$ cat src/rtl/attack_pkg.sv
// attack_pkg: shared state encoding, move codes and default timing/damage for attack_resolver.
package attack_pkg;

    typedef enum logic [2:0] {IDLE, STARTUP, ACTIVE, RECOVERY, STUNNED} state_t;

    localparam logic [1:0] MV_NONE    = 2'd0;
    localparam logic [1:0] MV_NORMAL  = 2'd1;
    localparam logic [1:0] MV_SPECIAL = 2'd2;
    localparam logic [1:0] MV_SUPER   = 2'd3;

    localparam int STARTUP_N_DEF = 2;
    localparam int STARTUP_S_DEF = 3;
    localparam int STARTUP_U_DEF = 5;
    localparam int RECOVER_N_DEF = 2;
    localparam int RECOVER_S_DEF = 4;
    localparam int RECOVER_U_DEF = 6;
    localparam int STUN_N_DEF    = 4;
    localparam int STUN_S_DEF    = 6;
    localparam int STUN_U_DEF    = 8;
    localparam int DMG_N_DEF     = 4;
    localparam int DMG_S_DEF     = 8;
    localparam int DMG_U_DEF     = 16;

    localparam int CH_DMG_BONUS  = 4;
    localparam int CH_STUN_BONUS = 2;

    function automatic logic [4:0] pick(input logic [1:0] m, input int n, input int s, input int u);
        return m == MV_SUPER ? 5'(u) : m == MV_SPECIAL ? 5'(s) : 5'(n);
    endfunction

endpackage

$ cat src/rtl/attack_fsm.sv
// attack_fsm: per-player attack lifecycle (startup/active/recovery/stun) with latched move.
// ATTACK_RESOLVER_COUNTER_HIT_EN: extends stun when struck during STARTUP.
module attack_fsm
    import attack_pkg::*;
#(
    parameter int STARTUP_N = STARTUP_N_DEF,
    parameter int STARTUP_S = STARTUP_S_DEF,
    parameter int STARTUP_U = STARTUP_U_DEF,
    parameter int RECOVER_N = RECOVER_N_DEF,
    parameter int RECOVER_S = RECOVER_S_DEF,
    parameter int RECOVER_U = RECOVER_U_DEF,
    parameter int STUN_N    = STUN_N_DEF,
    parameter int STUN_S    = STUN_S_DEF,
    parameter int STUN_U    = STUN_U_DEF
) (
    input  logic       clk,
    input  logic       reset,
    input  logic [1:0] combo,
    input  logic       in_play,
    input  logic       got_hit,
    input  logic       got_blocked,
    input  logic [1:0] hit_move,
    output logic [2:0] state,
    output logic [1:0] move
);

    state_t     st, st_n;
    logic [3:0] cnt, cnt_n;
    logic [1:0] mv_n;
    logic [4:0] stun_len, stun_ch;

    assign state   = st;
    assign stun_ch = pick(hit_move, STUN_N, STUN_S, STUN_U) + 5'(CH_STUN_BONUS);
`ifdef ATTACK_RESOLVER_COUNTER_HIT_EN
    assign stun_len = st == STARTUP ? (stun_ch > 5'd15 ? 5'd15 : stun_ch)
                                    : pick(hit_move, STUN_N, STUN_S, STUN_U);
`else
    assign stun_len = pick(hit_move, STUN_N, STUN_S, STUN_U);
`endif

    always_ff @(posedge clk) begin
        if (!reset) begin
            st   <= IDLE;
            cnt  <= 4'd0;
            move <= MV_NONE;
        end else begin
            st   <= st_n;
            cnt  <= cnt_n;
            move <= mv_n;
        end
    end

    always_comb begin
        st_n  = st;
        cnt_n = cnt;
        mv_n  = move;
        if (got_hit) begin
            // stun overrides everything, reloading rather than extending
            st_n  = STUNNED;
            cnt_n = 4'(stun_len - 5'd1);
            mv_n  = MV_NONE;
        end else begin
            case (st)
                IDLE: if (combo != MV_NONE && in_play && !got_blocked) begin
                    st_n  = STARTUP;
                    mv_n  = combo;
                    cnt_n = 4'(pick(combo, STARTUP_N, STARTUP_S, STARTUP_U) - 5'd1);
                end
                STARTUP: begin
                    st_n  = cnt == 4'd0 ? ACTIVE : STARTUP;
                    cnt_n = cnt == 4'd0 ? 4'd0 : cnt - 4'd1;
                end
                ACTIVE: begin
                    st_n  = RECOVERY;
                    cnt_n = 4'(pick(move, RECOVER_N, RECOVER_S, RECOVER_U) - 5'd1);
                end
                RECOVERY, STUNNED: begin
                    st_n  = cnt == 4'd0 ? IDLE : st;
                    cnt_n = cnt == 4'd0 ? 4'd0 : cnt - 4'd1;
                    mv_n  = cnt == 4'd0 ? MV_NONE : move;
                end
                default: st_n = IDLE;
            endcase
        end
    end

endmodule

$ cat src/rtl/attack_resolver.sv
// attack_resolver: cross-player hit/block resolution and registered damage pulses.
// ATTACK_RESOLVER_COUNTER_HIT_EN: bonus damage/stun for hits landing during STARTUP.
module attack_resolver
    import attack_pkg::*;
#(
    parameter int STARTUP_N = STARTUP_N_DEF,
    parameter int STARTUP_S = STARTUP_S_DEF,
    parameter int STARTUP_U = STARTUP_U_DEF,
    parameter int RECOVER_N = RECOVER_N_DEF,
    parameter int RECOVER_S = RECOVER_S_DEF,
    parameter int RECOVER_U = RECOVER_U_DEF,
    parameter int STUN_N    = STUN_N_DEF,
    parameter int STUN_S    = STUN_S_DEF,
    parameter int STUN_U    = STUN_U_DEF,
    parameter int DMG_N     = DMG_N_DEF,
    parameter int DMG_S     = DMG_S_DEF,
    parameter int DMG_U     = DMG_U_DEF
) (
    input  logic       clk,
    input  logic       reset,
    input  logic       in_play,
    input  logic [1:0] combo_p1,
    input  logic [1:0] combo_p2,
    input  logic       blocking_p1,
    input  logic       blocking_p2,
    input  logic       hit_range,
    output logic       attacking_p1,
    output logic       attacking_p2,
    output logic       stunned_p1,
    output logic       stunned_p2,
    output logic       hit_p1,
    output logic       hit_p2,
    output logic [4:0] dmg_p1,
    output logic [4:0] dmg_p2
);

    logic [2:0] st1, st2;
    logic [1:0] mv1, mv2;
    logic       strike1, strike2, blk1, blk2, ch1, ch2;

    function automatic logic [4:0] dmg_calc(input logic [1:0] m, input logic blk, input logic ch);
        logic [4:0] base;
        logic [5:0] sum;
        base = pick(m, DMG_N, DMG_S, DMG_U);
        sum  = {1'b0, base} + 6'(CH_DMG_BONUS);
        return blk ? base >> 1 : ch ? (sum > 6'd31 ? 5'd31 : sum[4:0]) : base;
    endfunction

    // strikeX: player X is being struck this cycle
    assign strike1 = st2 == ACTIVE && hit_range && in_play;
    assign strike2 = st1 == ACTIVE && hit_range && in_play;
    assign blk1    = blocking_p1 && (st1 == IDLE || st1 == STUNNED);
    assign blk2    = blocking_p2 && (st2 == IDLE || st2 == STUNNED);
`ifdef ATTACK_RESOLVER_COUNTER_HIT_EN
    assign ch1 = st1 == STARTUP;
    assign ch2 = st2 == STARTUP;
`else
    assign ch1 = 1'b0;
    assign ch2 = 1'b0;
`endif

    assign attacking_p1 = st1 == STARTUP || st1 == ACTIVE || st1 == RECOVERY;
    assign attacking_p2 = st2 == STARTUP || st2 == ACTIVE || st2 == RECOVERY;
    assign stunned_p1   = st1 == STUNNED;
    assign stunned_p2   = st2 == STUNNED;

    attack_fsm #(
        .STARTUP_N(STARTUP_N), .STARTUP_S(STARTUP_S), .STARTUP_U(STARTUP_U),
        .RECOVER_N(RECOVER_N), .RECOVER_S(RECOVER_S), .RECOVER_U(RECOVER_U),
        .STUN_N(STUN_N), .STUN_S(STUN_S), .STUN_U(STUN_U)
    ) u_p1 (
        .clk(clk), .reset(reset), .combo(combo_p1), .in_play(in_play),
        .got_hit(strike1 && !blk1), .got_blocked(strike1 && blk1), .hit_move(mv2),
        .state(st1), .move(mv1)
    );

    attack_fsm #(
        .STARTUP_N(STARTUP_N), .STARTUP_S(STARTUP_S), .STARTUP_U(STARTUP_U),
        .RECOVER_N(RECOVER_N), .RECOVER_S(RECOVER_S), .RECOVER_U(RECOVER_U),
        .STUN_N(STUN_N), .STUN_S(STUN_S), .STUN_U(STUN_U)
    ) u_p2 (
        .clk(clk), .reset(reset), .combo(combo_p2), .in_play(in_play),
        .got_hit(strike2 && !blk2), .got_blocked(strike2 && blk2), .hit_move(mv1),
        .state(st2), .move(mv2)
    );

    always_ff @(posedge clk) begin
        if (!reset) begin
            hit_p1 <= 1'b0;
            hit_p2 <= 1'b0;
            dmg_p1 <= 5'd0;
            dmg_p2 <= 5'd0;
        end else begin
            hit_p1 <= strike1;
            hit_p2 <= strike2;
            dmg_p1 <= strike1 ? dmg_calc(mv2, blk1, ch1) : 5'd0;
            dmg_p2 <= strike2 ? dmg_calc(mv1, blk2, ch2) : 5'd0;
        end
    end

endmodule

$ cat config.mk
export PLATFORM = sky130hd
export DESIGN_NAME = attack_resolver
export DESIGN_NICKNAME = d
export VERILOG_FILES = /design/src/rtl/attack_pkg.sv /design/src/rtl/attack_fsm.sv /design/src/rtl/attack_resolver.sv
export SDC_FILE = /design/constraint.sdc
export NUM_CORES = 1
export LEC_CHECK = 0
export CORE_ASPECT_RATIO = 1.2
export CORE_UTILIZATION = 53
export DETAILED_ROUTE_END_ITERATION = 7
export PLACE_DENSITY = 0.78
export SYNTH_ARGS = -nofsm -noshare
export SYNTH_HDL_FRONTEND = slang
export SYNTH_SLANG_ARGS = --single-unit
$ cat constraint.sdc
create_clock -name clk -period 2.3 [get_ports clk]
set_clock_uncertainty 0.1 [all_clocks]
set_input_delay 0.69 -clock clk [delete_from_list [all_inputs] [get_ports clk]]
set_output_delay 0.69 -clock clk [all_outputs]
set_load 0.01 [all_outputs]
==> run metrics <==
Pleak 0.891 nW; post-route insts no fill between 200 and 300; Seq/Total Area, Yosys 0.333; initial antenna violation count 0; Pre-antenna DRT Iters 5; combinational family with the most area after synthesis simple AND/OR/NAND/NOR gates; largest net degree at the start of global routing 17; # DRC 0; H-tree Lvls 1; Via-to-Cell Ratio just over 6; outcome complete, no violations; Worst Tran Pin Value 709 ps; Async SR Flop Fraction 0; Worst Path Required between 1500 and 2000 ps; CP Capture Type output port; Post-Route WL approximately 4.5 mm; CTS clk-pin slew, worst paths roughly 160 ps; Top delay family on crit path buffers and inverters; Port Buffers 23; multi-input logic area 0.00102 mm²; io pins 26; CP Data Arrival Time 1450 ps; Tcrit/Tclk final 0.972; Clock Latency Late Sink 330 ps; Area growth, synth to finish 30.1%; pins over their slew limit 0; Max stage delay cell, worst path clkdlybuf4s50_1; drt initial violations 124; area leader, netlist dfxtp_1; die height 63.7 µm; warnings from Yosys 0; CTS tree built; Max VDD drop 0.577 mV; Setup violations, final 0; Initial Utilization 0.551; Final Hold Fails 0; most used cell along the critical path nor2_1; Slew Limit Headroom 0.523; # diodes 0; total CTS buffers 3; drt wl/cell roughly 15 µm; EDFF count, synth 0; Sink Count 28; worst hold path class reg -> reg; dpl cells between 200 and 300; crit path kind reg -> out; Mapped Cells 210; Final Critical Period between 2000 and 2500 ps; Peak Freq 0.447 GHz; row count 22; mux cell area share after synthesis 0.0134; grt total ovfl 0; Design Power 1.95 mW; slowest stage delay, CP 540 ps; first-pass GRT wire length between 7 and 8 mm; vias in the first global route 1711; Cell Area, Synth 0.00168 mm²; post-synthesis compound-gate area fraction 0.213; dpl hpwl 3.35 mm; Avg Synthesized Cell Area approximately 8.0 µm²; gpl congestion between 0.8 and 0.9; root buffer cell clkbuf_4; DIE AREA about 0.0034 mm²; via count 1777; clock buffer depth 2; crit path max fanout 8; RSZ-0062 raised after global routing no; worst setup margin 64.6 ps; fin nets 270; dpl ws -225 ps; Seq cells post-synth 28; cells along the critical path nor2_1 > nor2_1 > clkdlybuf4s50_1; filler instances 252; top cell type's share of synthesized area 0.333; fraction of layout cells with a size suffix above 1 0.214; Post-Synth Simple-Gate Area 0.334; Die X 53.4 µm; Netlist cell types 54; gr usage total 0.283; ANT nets after route 0; P per Cell Area between 800 and 900 mW/mm²; max cap viols 0; CP Launch Type register; Core Area 0.00306 mm²; Reg area roughly 570 µm²; Crit path buffers/inverters 1; Synth Flop Type dfxtp_1; Synth Area in XOR/XNOR 0.0260; top cells by area, synth dfxtp_1 (33%), nand2_1 (6.2%), nor2_1 (4.0%); Synth Area in Adders 0.0149
==> power by group <==
group / switching [mW] / total (mW) / leakage (nW) / internal [mW]
Sequential: 0.116 / 0.689 / 0.231 / 0.573
Clock: 0.155 / 0.332 / 0.0279 / 0.176
Combinational: 0.475 / 0.929 / 0.632 / 0.454
==> final timing paths <==
kind | cells after the start | start | slack (ps) | to
worst max-delay path | 3 | u_p2.state[1] | 60 | attacking_p2
worst min-delay path | 2 | u_p1.move[0] | 380 | u_p1.move[0]
worst max register to register | 7 | u_p1.state[2] | 230 | u_p1.cnt[1]
worst min register to register | 2 | u_p1.move[0] | 380 | u_p1.move[0]
==> routing by layer <==
layer | global-route usage | part of all wire | routed length [µm]
met1 | 0.365 | 0.40 | 1790
met2 | 0.472 | 0.51 | 2270
met3 | 0.0290 | 0.070 | 314
met4 | 0.102 | 0.022 | 97
met5 | 0 | 0 | 0
==> placed cells by master (no fill, tap or decap), drive strengths merged, types with 2 or more instances in the layout <==
cell type	n
nand2	28
dlygate4sd2	2
xnor2	3
o21ai	12
nand4	2
o311ai	2
and2	2
a22oi	2
inv	5
nor2	19
clkdlybuf4s50	21
o221a	2
nor4	2
nor3b	6
and3	6
nor4b	2
nor3	14
nor2b	4
clkbuf	3
ha	2
a31oi	5
nand2b	3
nand3	3
dfxtp	28
nand3b	3
a21oi	14
conb	2
xor2	2
a211oi	3
o211ai	2
or3b	3
buf	33
==> synth_stat cells (4+ instances only) <==
library cell and instances:
buf_4 4, dfxtp_1 28, nor2_1 18, buf_2 4
inv_1 5, nor3_1 13, nand2_1 28, nor2b_1 4
and3_1 6, a21oi_1 13, a31oi_1 5, o21ai_0 12
clkbuf_1 4
==> sequential cells by signal (all words and copies together), names as in the netlist <==
name,flops
hit_p2,1
hit_p1,1
u_p2.move,2
u_p1.state,3
u_p2.cnt,4
u_p1.move,2
u_p1.cnt,4
dmg_p1,4
u_p2.state,3
dmg_p2,4
==> tightest hold or removal path, stage by stage (launching register included) <==
cell	delay [ps]
dfxtp_1	340
nand2_1	60
a21oi_1	60
==> through the flow <==
step	instance area, µm²	hold WS [ps]	utilization	TNS, ps
floorplan	1690	332	-	0
global placement	2090	343	0.685	-1610
detailed placement	2090	350	0.685	-2710
CTS	2150	381	0.704	0
global route	2190	394	0.717	0
finish	2190	385	0.717	0
==> logic make-up after synthesis <==
group | after synthesis
adder cells (fa/ha/maj) | 2
buffers and inverters | 19
multiplexers | 1
flip-flops | 28
AO/OA/AOI/OAI | 52
other | 1
AND/OR/NAND/NOR | 102
XOR/XNOR | 5
==> cell type report <==
type | count | area share
clock buffers | 3 | 0.0103
multi-input cells | 164 | 0.467
well taps | 36 | 0.0206
clock inverters | 1 | 0.0137
flip-flops and latches | 28 | 0.262
repair buffers | 56 | 0.217
inverters | 5 | 0.00857
==> timing repair <==
action	CTS	global route
setup buffers	0	4
setup endpoints to repair	4	5
gates cloned	0	0
resized for setup	8	3
hold buffers	0	0
hold endpoints to repair	0	0
No activity file was read; power rests on OpenSTA's default activity.
